### config.mk
export PLATFORM = sky130hd
export DESIGN_NAME = id_branch_hazard_ctrl
export DESIGN_NICKNAME = d
export VERILOG_FILES = /design/src/rtl/id_branch_hazard_ctrl.sv
export SDC_FILE = /design/constraint.sdc
export NUM_CORES = 1
export LEC_CHECK = 0
export ABC_AREA = 0
export CORE_ASPECT_RATIO = 1.1
export CORE_MARGIN = 5
export CORE_UTILIZATION = 47
export CTS_CLUSTER_DIAMETER = 120
export DETAILED_ROUTE_END_ITERATION = 16
export PLACE_DENSITY = 0.9
export SYNTH_ARGS = -nofsm -noshare
export SYNTH_HDL_FRONTEND = slang
export SYNTH_SLANG_ARGS = --single-unit
### constraint.sdc
create_clock -name clk -period 5.7 [get_ports clk]
set_input_delay 1.14 -clock clk [delete_from_list [all_inputs] [get_ports clk]]
set_output_delay 1.14 -clock clk [all_outputs]
set_load 0.01 [all_outputs]
### src/rtl/id_branch_hazard_ctrl.sv
// ---------------------------------------------------------------------------
// id_branch_hazard_ctrl
//
// Hazard control for a 5-stage RV32 pipeline that resolves conditional
// branches and JALR in the ID stage. Because the branch comparator in ID
// consumes forwarded operands, a control instruction must wait until its
// source registers can be forwarded:
//   - a load in EX producing a needed register costs two stall cycles,
//   - an ALU result in EX, or a load result in MEM, costs one stall cycle.
// A taken branch/JALR squashes the instruction fetched behind it, but only
// in a cycle where ID is not itself stalled.
//
// Ports
//   clk              in   clock, rising edge
//   rst              in   asynchronous active-high reset
//   ID_valid         in   ID holds a real instruction
//   ID_Opcode [6:0]  in   opcode in ID
//   ID_rs1/rs2 [4:0] in   source registers in ID
//   ID_branch_taken  in   branch/JALR resolved taken in ID
//   EX_RegWrite      in   EX instruction writes rd
//   EX_MemRead       in   EX instruction is a load
//   EX_rd [4:0]      in   EX destination register
//   MEM_RegWrite     in   MEM instruction writes rd
//   MEM_WBSrc        in   MEM result comes from memory (load)
//   MEM_rd [4:0]     in   MEM destination register
//   PC_Write         out  PC update enable
//   IFID_Write       out  IF/ID register update enable
//   IDEX_Bubble      out  inject a NOP into ID/EX
//   IFID_Flush       out  squash the fetched instruction
//   stall_cnt [15:0] out  saturating count of stall cycles
//   flush_cnt [15:0] out  saturating count of flush cycles
// ---------------------------------------------------------------------------
module id_branch_hazard_ctrl #(
  parameter logic [6:0] RV32_BRANCH = 7'b1100011,
  parameter logic [6:0] RV32_JALR   = 7'b1100111
) (
  input  logic        clk,
  input  logic        rst,
  input  logic        ID_valid,
  input  logic [6:0]  ID_Opcode,
  input  logic [4:0]  ID_rs1,
  input  logic [4:0]  ID_rs2,
  input  logic        ID_branch_taken,
  input  logic        EX_RegWrite,
  input  logic        EX_MemRead,
  input  logic [4:0]  EX_rd,
  input  logic        MEM_RegWrite,
  input  logic        MEM_WBSrc,
  input  logic [4:0]  MEM_rd,
  output logic        PC_Write,
  output logic        IFID_Write,
  output logic        IDEX_Bubble,
  output logic        IFID_Flush,
  output logic [15:0] stall_cnt,
  output logic [15:0] flush_cnt
);

  typedef enum logic {
    IDLE = 1'b0,
    HOLD = 1'b1
  } state_t;

  localparam logic [15:0] CNT_MAX = 16'hFFFF;

  state_t state;
  state_t state_nxt;

  logic is_branch;
  logic is_jalr;
  logic ctrl;
  logic use_rs1;
  logic use_rs2;
  logic ex_match;
  logic mem_match;
  logic hz2;
  logic hz1;
  logic stall;
  logic flush;

  // Counter increment that sticks at all-ones instead of wrapping.
  function automatic logic [15:0] sat_inc(input logic [15:0] cnt,
                                          input logic        en);
    logic [15:0] res;
    res = cnt;
    if (en && (cnt != CNT_MAX)) begin
      res = cnt + 16'd1;
    end
    return res;
  endfunction

  // True when a producer's destination feeds a source that ID actually
  // reads. x0 is hard-wired to zero, so it can never carry a dependency.
  function automatic logic reg_match(input logic [4:0] rd,
                                     input logic [4:0] rs1,
                                     input logic [4:0] rs2,
                                     input logic       use1,
                                     input logic       use2);
    logic hit;
    hit = (use1 && (rs1 == rd)) || (use2 && (rs2 == rd));
    return (rd != 5'd0) && hit;
  endfunction

  // Decode: JALR only reads rs1; conditional branches compare rs1 and rs2.
  always_comb begin
    is_branch = (ID_Opcode == RV32_BRANCH);
    is_jalr   = (ID_Opcode == RV32_JALR);
    ctrl      = ID_valid && (is_branch || is_jalr);
    use_rs1   = ctrl;
    use_rs2   = ctrl && is_branch;
  end

  // Hazard detection against the EX and MEM producers.
  always_comb begin
    ex_match  = reg_match(EX_rd,  ID_rs1, ID_rs2, use_rs1, use_rs2);
    mem_match = reg_match(MEM_rd, ID_rs1, ID_rs2, use_rs1, use_rs2);

    // Load in EX: data is two cycles from being forwardable into ID.
    hz2 = EX_RegWrite && EX_MemRead && ex_match;

    // ALU result in EX, or load data still in MEM: one cycle away.
    hz1 = (EX_RegWrite && !EX_MemRead && ex_match) ||
          (MEM_RegWrite && MEM_WBSrc && mem_match);
  end

  // Stall FSM, next-state and stall output. HOLD supplies the second stall
  // cycle of a load-use; returning to IDLE re-evaluates hazards so a load
  // that has moved on to MEM is still caught by hz1 if it matches.
  always_comb begin
    state_nxt = state;
    stall     = 1'b0;
    unique case (state)
      IDLE: begin
        stall = hz2 || hz1;
        // hz2 takes priority when both hazards are present.
        state_nxt = hz2 ? HOLD : IDLE;
      end
      HOLD: begin
        stall     = 1'b1;
        state_nxt = IDLE;
      end
      default: begin
        stall     = 1'b0;
        state_nxt = IDLE;
      end
    endcase
  end

  // A stalled branch is re-evaluated next cycle, so it must not flush yet.
  always_comb begin
    flush = ctrl && ID_branch_taken && !stall;
  end

  assign PC_Write    = !stall;
  assign IFID_Write  = !stall;
  assign IDEX_Bubble = stall;
  assign IFID_Flush  = flush;

  always_ff @(posedge clk or posedge rst) begin
    if (rst) begin
      state     <= IDLE;
      stall_cnt <= 16'd0;
      flush_cnt <= 16'd0;
    end else begin
      state     <= state_nxt;
      stall_cnt <= sat_inc(stall_cnt, stall);
      flush_cnt <= sat_inc(flush_cnt, flush);
    end
  end

endmodule

# After elaboration in Yosys (flattened, before gate mapping)
# Cells that the tools add are included.
[word_totals] out_inout_bits=36 ff_bits=33
[op_classes] bitwise_logic=1 n_addsub=2 mux=3 reduce_logical=27 eq_ne=8
[op_table] op="adder 16 x 1 -> 16 bit, second input constant" n=2
[op_table] op="!= test 16 bit, second input constant" n=2
[op_table] op="equality test 5 bit" n=4
[op_table] op="logical AND 1 bit" n=18
[op_table] op="equality test 7 bit, second input constant" n=2
[op_table] op="nonzero test 5 bit" n=2
[op_table] op="logical OR 1 bit" n=5
[op_table] op="case mux 1 bit (2 select lines)" n=2
[op_table] op="logical NOT 1 bit" n=2
[op_table] op="two-way mux 1 bit" n=1
[op_table] op="inverter 1 bit" n=1

# Logic depth before layout (Yosys ltp)
# Gate-level depths: netlist of run 1.
[logic_depth] word_depth=14 depth_mapped=9

# Worst setup path after synthesis of run 1
# Ideal clock, no wire load.
[synth_timing] kind="input port to output port" from="input MEM_rd[0]" to="output IFID_Flush" required_time_ps=4560 cell_stages=6 setup_slack_ps=2066 arrival_ps=2494 cell_sequence="or4_1 > nor2_1 > nor3_4 > nor2_1 > inv_1 > nor2_1"
[synth_via] elab_chain_len=10
[synth_lines] element="start: declaration" line="49" source="input logic [4:0] MEM_rd,"
[synth_lines] element="equality test 5 bit" line="99" source="hit = (use1 && (rs1 == rd)) || (use2 && (rs2 == rd));"
[synth_lines] element="logical AND 1 bit" line="99"
[synth_lines] element="logical OR 1 bit" line="99"
[synth_lines] element="logical AND 1 bit (*)" line="100" source="return (rd != 5'd0) && hit;"
[synth_lines] element="logical AND 1 bit (*)" line="122" source="(MEM_RegWrite && MEM_WBSrc && mem_match);"
[synth_lines] element="logical OR 1 bit (*)" line="121" source="hz1 = (EX_RegWrite && !EX_MemRead && ex_match) ||"
[synth_lines] element="logical OR 1 bit (*)" line="133" source="stall = hz2 || hz1;"
[synth_lines] element="case mux 1 bit (2 select lines) (*)" line="131" source="unique case (state)"
[synth_lines] element="logical NOT 1 bit (*)"
[synth_lines] element="net IFID_Write" line="51" source="output logic IFID_Write,"
[synth_lines] element="logical AND 1 bit (*)" line="150" source="flush = ctrl && ID_branch_taken && !stall;"
[synth_lines] element="end: declaration" line="53" source="output logic IFID_Flush,"
# Mark *: on every way through the listed nets, which the timed path passes. The rest lies on a longest branch.

# Worst setup path after layout of run 1
[layout_timing] from="input EX_rd[4]" to="output IDEX_Bubble"
[layout_via] elab_chain_len=8
[layout_lines] element="start: declaration" line="46" source="input logic [4:0] EX_rd,"
[layout_lines] element="equality test 5 bit" line="99"
[layout_lines] element="logical AND 1 bit" line="99"
[layout_lines] element="logical OR 1 bit" line="99"
[layout_lines] element="logical AND 1 bit (*)" line="100"
[layout_lines] element="logical AND 1 bit" line="121"
[layout_lines] element="logical OR 1 bit" line="121"
[layout_lines] element="logical OR 1 bit (*)" line="133"
[layout_lines] element="case mux 1 bit (2 select lines) (*)" line="131"
[layout_lines] element="end: declaration" line="52" source="output logic IDEX_Bubble,"
# Mark *: on every way between the ends. The rest lies on a longest branch, timed or not.

==> flow_metrics.tcl, run 1 <==
set metrics [dict create \
    die_area_mm2 0.00526 \
    drive_above_1_share_pct 4.72 \
    postSynthCellCount 180 \
    outcome "finished, final reports clean" \
    critPathCaptureType "primary output" \
    grt_usage_pct 18.1 \
    period_share_pct 78.8 \
    clockBufferDepth 2 \
    chipHeight_um 75.6 \
    final.setup.tns_ns 0 \
    worst_slew_pin_slew_ns 0.998 \
    swShare_pct 21.8 \
    dp_slack_ns 1.18 \
    grt_overflow 0 \
    fin_nets 291 \
    hold_violations 0 \
    combPwrFrac_pct 12.2 \
    die_x_um 69.6 \
    ys_seq_elements 33 \
    clkSinkCount 33 \
    rsz0062_at_grt "false" \
    ys_seq_area_share_pct 44.9 \
    drv_slew 0 \
    dr.pass1.iters 4 \
    synth_area_mm2 0.00184 \
    period_needed_ns 4.49 \
    cts_tree "done" \
    rrSetupSlack_ns 3.05 \
    core_region_area_mm2 0.00371 \
    finClkSkew_ns 0.00373 \
    ctsHoldBuffers 0 \
    routabilityCongestion 0.880 \
    synth-edff-count 0 \
    synth.area.top_cells "dfrtp_1 45%, xnor2_1 19%, xor2_1 4.8%" \
    start_util_pct 49.5 \
    cp.arrival_ns 3.35 \
    antenna_found_initial 0 \
    row_count 23 \
    p_sw_w 0.000102 \
    numCtsBuffers 5 \
    power.density_mw_per_mm2 176 \
    seq_power_share_pct 50.8 \
    drt_wl_total_um 4460 \
    whs_path_depth 1 \
    area_delta_synth_final_pct 45.1 \
    yosysTopAreaCell "dfrtp_1" \
    clk_pin_slew_ns 0.06 \
    ys_top_cells_by_count "40 x xnor2_1, 33 x dfrtp_1, 14 x nand2_1" \
    drtIter0Drc 41 \
    async_flop_share_pct 100 \
    ant_nets 0 \
    hold_path_class "reg2reg" \
    finalSetupViolations 0 \
    vias_per_cell 5.11 \
    synth_area_per_cell_um2 10.2 \
    required_ns 4.56 \
    path_max_fanout 3 \
    synth_top_cell_area_share_pct 44.9 \
    fmax_ghz 0.223 \
    rr_startpoint "stall_cnt[0]" \
    num_io_pins 71 \
    vias 1554 \
    htree_levels 2 \
    start_kind "input port" \
    cts-root-buf "clkbuf_8" \
    power.internal_w 0.000367 \
    multi_input_area_um2 951 \
    vdd_drop_max_uv 175 \
    p_leak_nw 1.11 \
    cts_resized 0 \
    p_clk_share_pct 37.0 \
    syn_nets 217 \
    r2r_end "stall_cnt[1]" \
    wl_per_cell_um 14.7 \
    relSlewSlack_pct 33.4 \
    grt_max_degree 34 \
    nFillCells 282 \
    reg2reg_depth 5 \
    grt_pass1_vias 1626 \
    post_cts_buffers 0 \
    hold_path_end "state" \
    portBuffers 70 \
    synth_ff_type "dfrtp_1" \
    grt_pass1_wl_um 7690 \
    yosysUniqueCellTypes 29 \
    maxCapViolCount 0 \
    critical_path_class "in2out" \
    timing.final.ws_setup_ns 1.21 \
    drc 0 \
    hpwl_um 3380 \
    holdCritStartpoint "state" \
    yosys_warnings 0 \
    clkLatencyLatePin_ns 0.27 \
    antennaDiodeCount 0 \
    synth.most_common_cell "xnor2_1" \
    ff_latch_area_um2 826 \
]
## placed cells by master (no fill, tap or decap), types with 4 or more instances in the layout
master and instances:
clkdlybuf4s50_1 70, xnor2_1 40, dfrtp_1 33, nand2_1 14, nand3_1 13, nor2_1 11
nand4_1 10, xor2_1 10, inv_1 9, nor3_1 8, and3_1 6, clkbuf_8 6
or3_1 4
## per-layer routing
metal	part of all wire [%]	up-vias	track usage, %
li1	-	761	-
met1	44	729	22.7
met2	48	60	30.6
met3	7.7	4	6.07
met4	0.70	0	5.11
met5	0	-	0
## flip-flops by register name (all words and copies together), names as in the netlist
name	cells
flush_cnt	16
stall_cnt	16
state	1
## how the worst max path moves through the flow
stage / from / slack, ns / to
after floorplan: MEM_rd[0] / 2.07 / IFID_Flush
after global placement: MEM_rd[0] / 1.21 / IFID_Flush
after detailed placement: EX_rd[4] / 1.18 / IDEX_Bubble
after CTS: EX_rd[4] / 1.18 / IDEX_Bubble
after global routing: MEM_rd[2] / 1.08 / IDEX_Bubble
final: EX_rd[4] / 1.21 / IDEX_Bubble
## critical path, stage by stage
cell and delay (ns):
clkdlybuf4s50_1 0.53, xnor2_1 0.15, nand4_1 0.11, o32ai_1 0.38, a41o_1 0.33, nor2_1 0.09, inv_1 0.08, clkdlybuf4s50_1 0.54
## area by class of cell
| class | count | area share, % |
|---|---|---|
| multi-input combinational | 134 | 35.6 |
| sequential | 33 | 31.0 |
| timing repair buffer | 71 | 26.5 |
| clock buffer | 7 | 3.24 |
| tap | 50 | 2.35 |
| inverter | 9 | 1.27 |
## logic make-up (layout without fill, tap and decap cells)
group                    count (synthesis)  count (layout)  share of synthesized area (%)
AND/OR/NAND/NOR                         76              76                           22.9
XOR/XNOR                                50              50                           23.8
flip-flops                              33              33                           44.9
buffers and inverters                   13              87                           3.34
AO/OA/AOI/OAI                            4               4                           2.45
adder cells (fa/ha/maj)                  2               2                           1.36
multiplexers                             2               2                           1.23
## power groups by stage
stage | clock [W] | sequential [W] | combinational (W)
after floorplan | 0 | 0.000243 | 0.0000211
after global placement | 0 | 0.000243 | 0.0000569
after detailed placement | 0 | 0.000243 | 0.0000577
after CTS | 0.000178 | 0.000238 | 0.0000581
after global routing | 0.000190 | 0.000238 | 0.0000622
final | 0.000174 | 0.000238 | 0.0000573
## through the flow
stage / instance area (µm²) / std cells / power, W / hold slack, ns / util (%)
finish: 2670 / 304 / 0.000469 / 0.447 / 71.9
global route: 2670 / 304 / 0.000490 / 0.488 / 71.9
CTS: 2670 / 304 / 0.000474 / 0.456 / 71.9
detailed placement: 2580 / 297 / 0.000300 / 0.447 / 69.5
global placement: 2580 / 297 / 0.000299 / 0.422 / 69.5
floorplan: 1840 / 180 / 0.000264 / 0.409 / -
Power figures use the tool's default switching activity.
==> inputs of run 2 (changes only) <==
CORE_UTILIZATION = 39   (was 47)
PLACE_DENSITY = 0.8   (was 0.9)
clock period = 3.7 ns   (was 5.7 ns; I/O delays follow)
==> flow_metrics.tcl, run 2 (synthesis results as in run 1) <==
set metrics [dict create \
    outcome "finished, final reports clean" \
    worst_slew_pin_slew_ns 0.999 \
    grt_usage_pct 15.8 \
    p_sw_w 0.000160 \
    relSlewSlack_pct 33.4 \
    period_share_pct 97.6 \
    antennaDiodeCount 0 \
    seq_power_share_pct 51.6 \
    cp.arrival_ns 2.87 \
    start_util_pct 39.8 \
    htree_levels 2 \
    cp_cell_sequence "clkdlybuf4s50_1, or4_1, nor2_2, nor3_4, nor2_1, inv_1, nor2_1, clkdlybuf4s50_1" \
    drtIter0Drc 32 \
    cts-root-buf "clkbuf_8" \
    power.density_mw_per_mm2 263 \
    routabilityCongestion 0.869 \
    ant_nets 0 \
    die_area_mm2 0.00619 \
    grt_overflow 0 \
    antenna_found_initial 0 \
    p_leak_nw 1.14 \
    chipHeight_um 82 \
    finClkSkew_ns 0.00280 \
    cp_num_buf_inv 3 \
    power.internal_w 0.000552 \
    vias_per_cell 4.96 \
    drive_above_1_share_pct 6.54 \
    vias 1568 \
    largestRegisters "flush_cnt x16, stall_cnt x16, state x1" \
    clkSinkCount 33 \
    num_io_pins 71 \
    drc 0 \
    swShare_pct 22.4 \
    hold_path_class "reg2reg" \
    post_cts_buffers 0 \
    hpwl_um 3680 \
    cpPeakStageDelay_ns 0.55 \
    power_w 0.000712 \
    grt_max_degree 18 \
    hold_violations 0 \
    cpMaxStageDelayCell "or4_1" \
    grt_pass1_vias 1654 \
    die_x_um 75.5 \
    portBuffers 70 \
    p_clk_share_pct 35.7 \
    fmax_ghz 0.277 \
    combPwrFrac_pct 12.7 \
    cts_tree "done" \
    start_kind "input port" \
    ctsHoldBuffers 0 \
    cts_resized 0 \
    final_common_cell "clkdlybuf4s50_1" \
    crit_family "buffers and inverters" \
    clk_pin_slew_ns 0.06 \
    numCtsBuffers 5 \
    fin_nets 296 \
    vdd_drop_max_uv 210 \
    required_ns 2.96 \
    path_max_fanout 3 \
    finalSetupViolations 0 \
    area_delta_synth_final_pct 47.5 \
    row_count 26 \
    drv_slew 0 \
    layout_common_cells "69 x clkdlybuf4s50_1, 40 x xnor2_1, 33 x dfrtp_1" \
    grt_pass1_wl_um 7380 \
    timing.hold.ws_ns 0.430 \
    drt_wl_total_um 4660 \
    stdcell_area_mm2 0.00271 \
    maxCapViolCount 0 \
    clkLatencyLatePin_ns 0.27 \
    critPathCaptureType "primary output" \
    period_needed_ns 3.61 \
    wl_per_cell_um 14.7 \
    placed_area_mm2 0.00263 \
    dr.pass1.iters 4 \
    clockBufferDepth 2 \
    core_region_area_mm2 0.00462 \
    critical_path_class "in2out" \
]
## run 2: cell count changes in the layout (fill, tap and decap cells not counted)
cell / delta
clkbuf_1: +2
nor2_2: +1
clkbuf_8: -1
dlymetal6s2s_1: +1
nor2_1: -1
clkdlybuf4s50_1: -1
buf_4: +5
## run 2: through the flow
stage	TNS, ns	worst slack, ns	instances	util [%]
2_1_floorplan	0	0.866	180	-
3_3_place_gp	0	0.145	308	56.9
3_5_place_dp	0	0.0540	308	56.9
4_1_cts	0	0.0483	316	58.6
5_1_grt	-0.000735	-0.000735	316	58.7
6_report	0	0.0874	316	58.7
## run 2: power by group through the flow
stage | Clock, W | Combinational, W | Sequential (W)
finish | 0.000254 | 0.0000906 | 0.000367
global route | 0.000281 | 0.0000976 | 0.000367
CTS | 0.000263 | 0.0000919 | 0.000367
detailed placement | 0 | 0.0000917 | 0.000374
global placement | 0 | 0.0000898 | 0.000374
floorplan | 0 | 0.0000325 | 0.000374
## run 2: layout make-up
cell class / count / area [µm²]
fill: 404 / 1910
timing repair buffer: 76 / 748
clock buffer: 8 / 80.1
inverter: 9 / 33.8
sequential: 33 / 826
tap: 56 / 70.1
multi-input combinational: 134 / 953
## run 2: worst paths after layout
kind / start / end / slack [ns] / cells after the start
setup / recovery: MEM_rd[3] / IFID_Flush / 0.09 / 8
hold / removal: state / state / 0.43 / 1
setup reg to reg: stall_cnt[0] / stall_cnt[1] / 1.03 / 5
hold reg to reg: state / state / 0.43 / 1
max in group asynchronous: rst / stall_cnt[4] / 2.17 / 3
min in group asynchronous: rst / flush_cnt[4] / 0.85 / 2
## run 2: worst register-to-register path: cells and delay by family, from the launching register on
family,cells,cell delay (ns)
flip-flops,1,0.43
multiplexers,1,0.42
adder cells (fa/ha/maj),1,0.19
AO/OA/AOI/OAI,1,0.88
AND/OR/NAND/NOR,2,0.63
## run 2: per-layer routing
layer	vias up	wire (µm)	GRT usage (%)
met5	-	0	0
li1	773	-	-
met2	59	2230	27.4
met4	0	48	5.07
met3	4	498	5.26
met1	732	1880	18.1
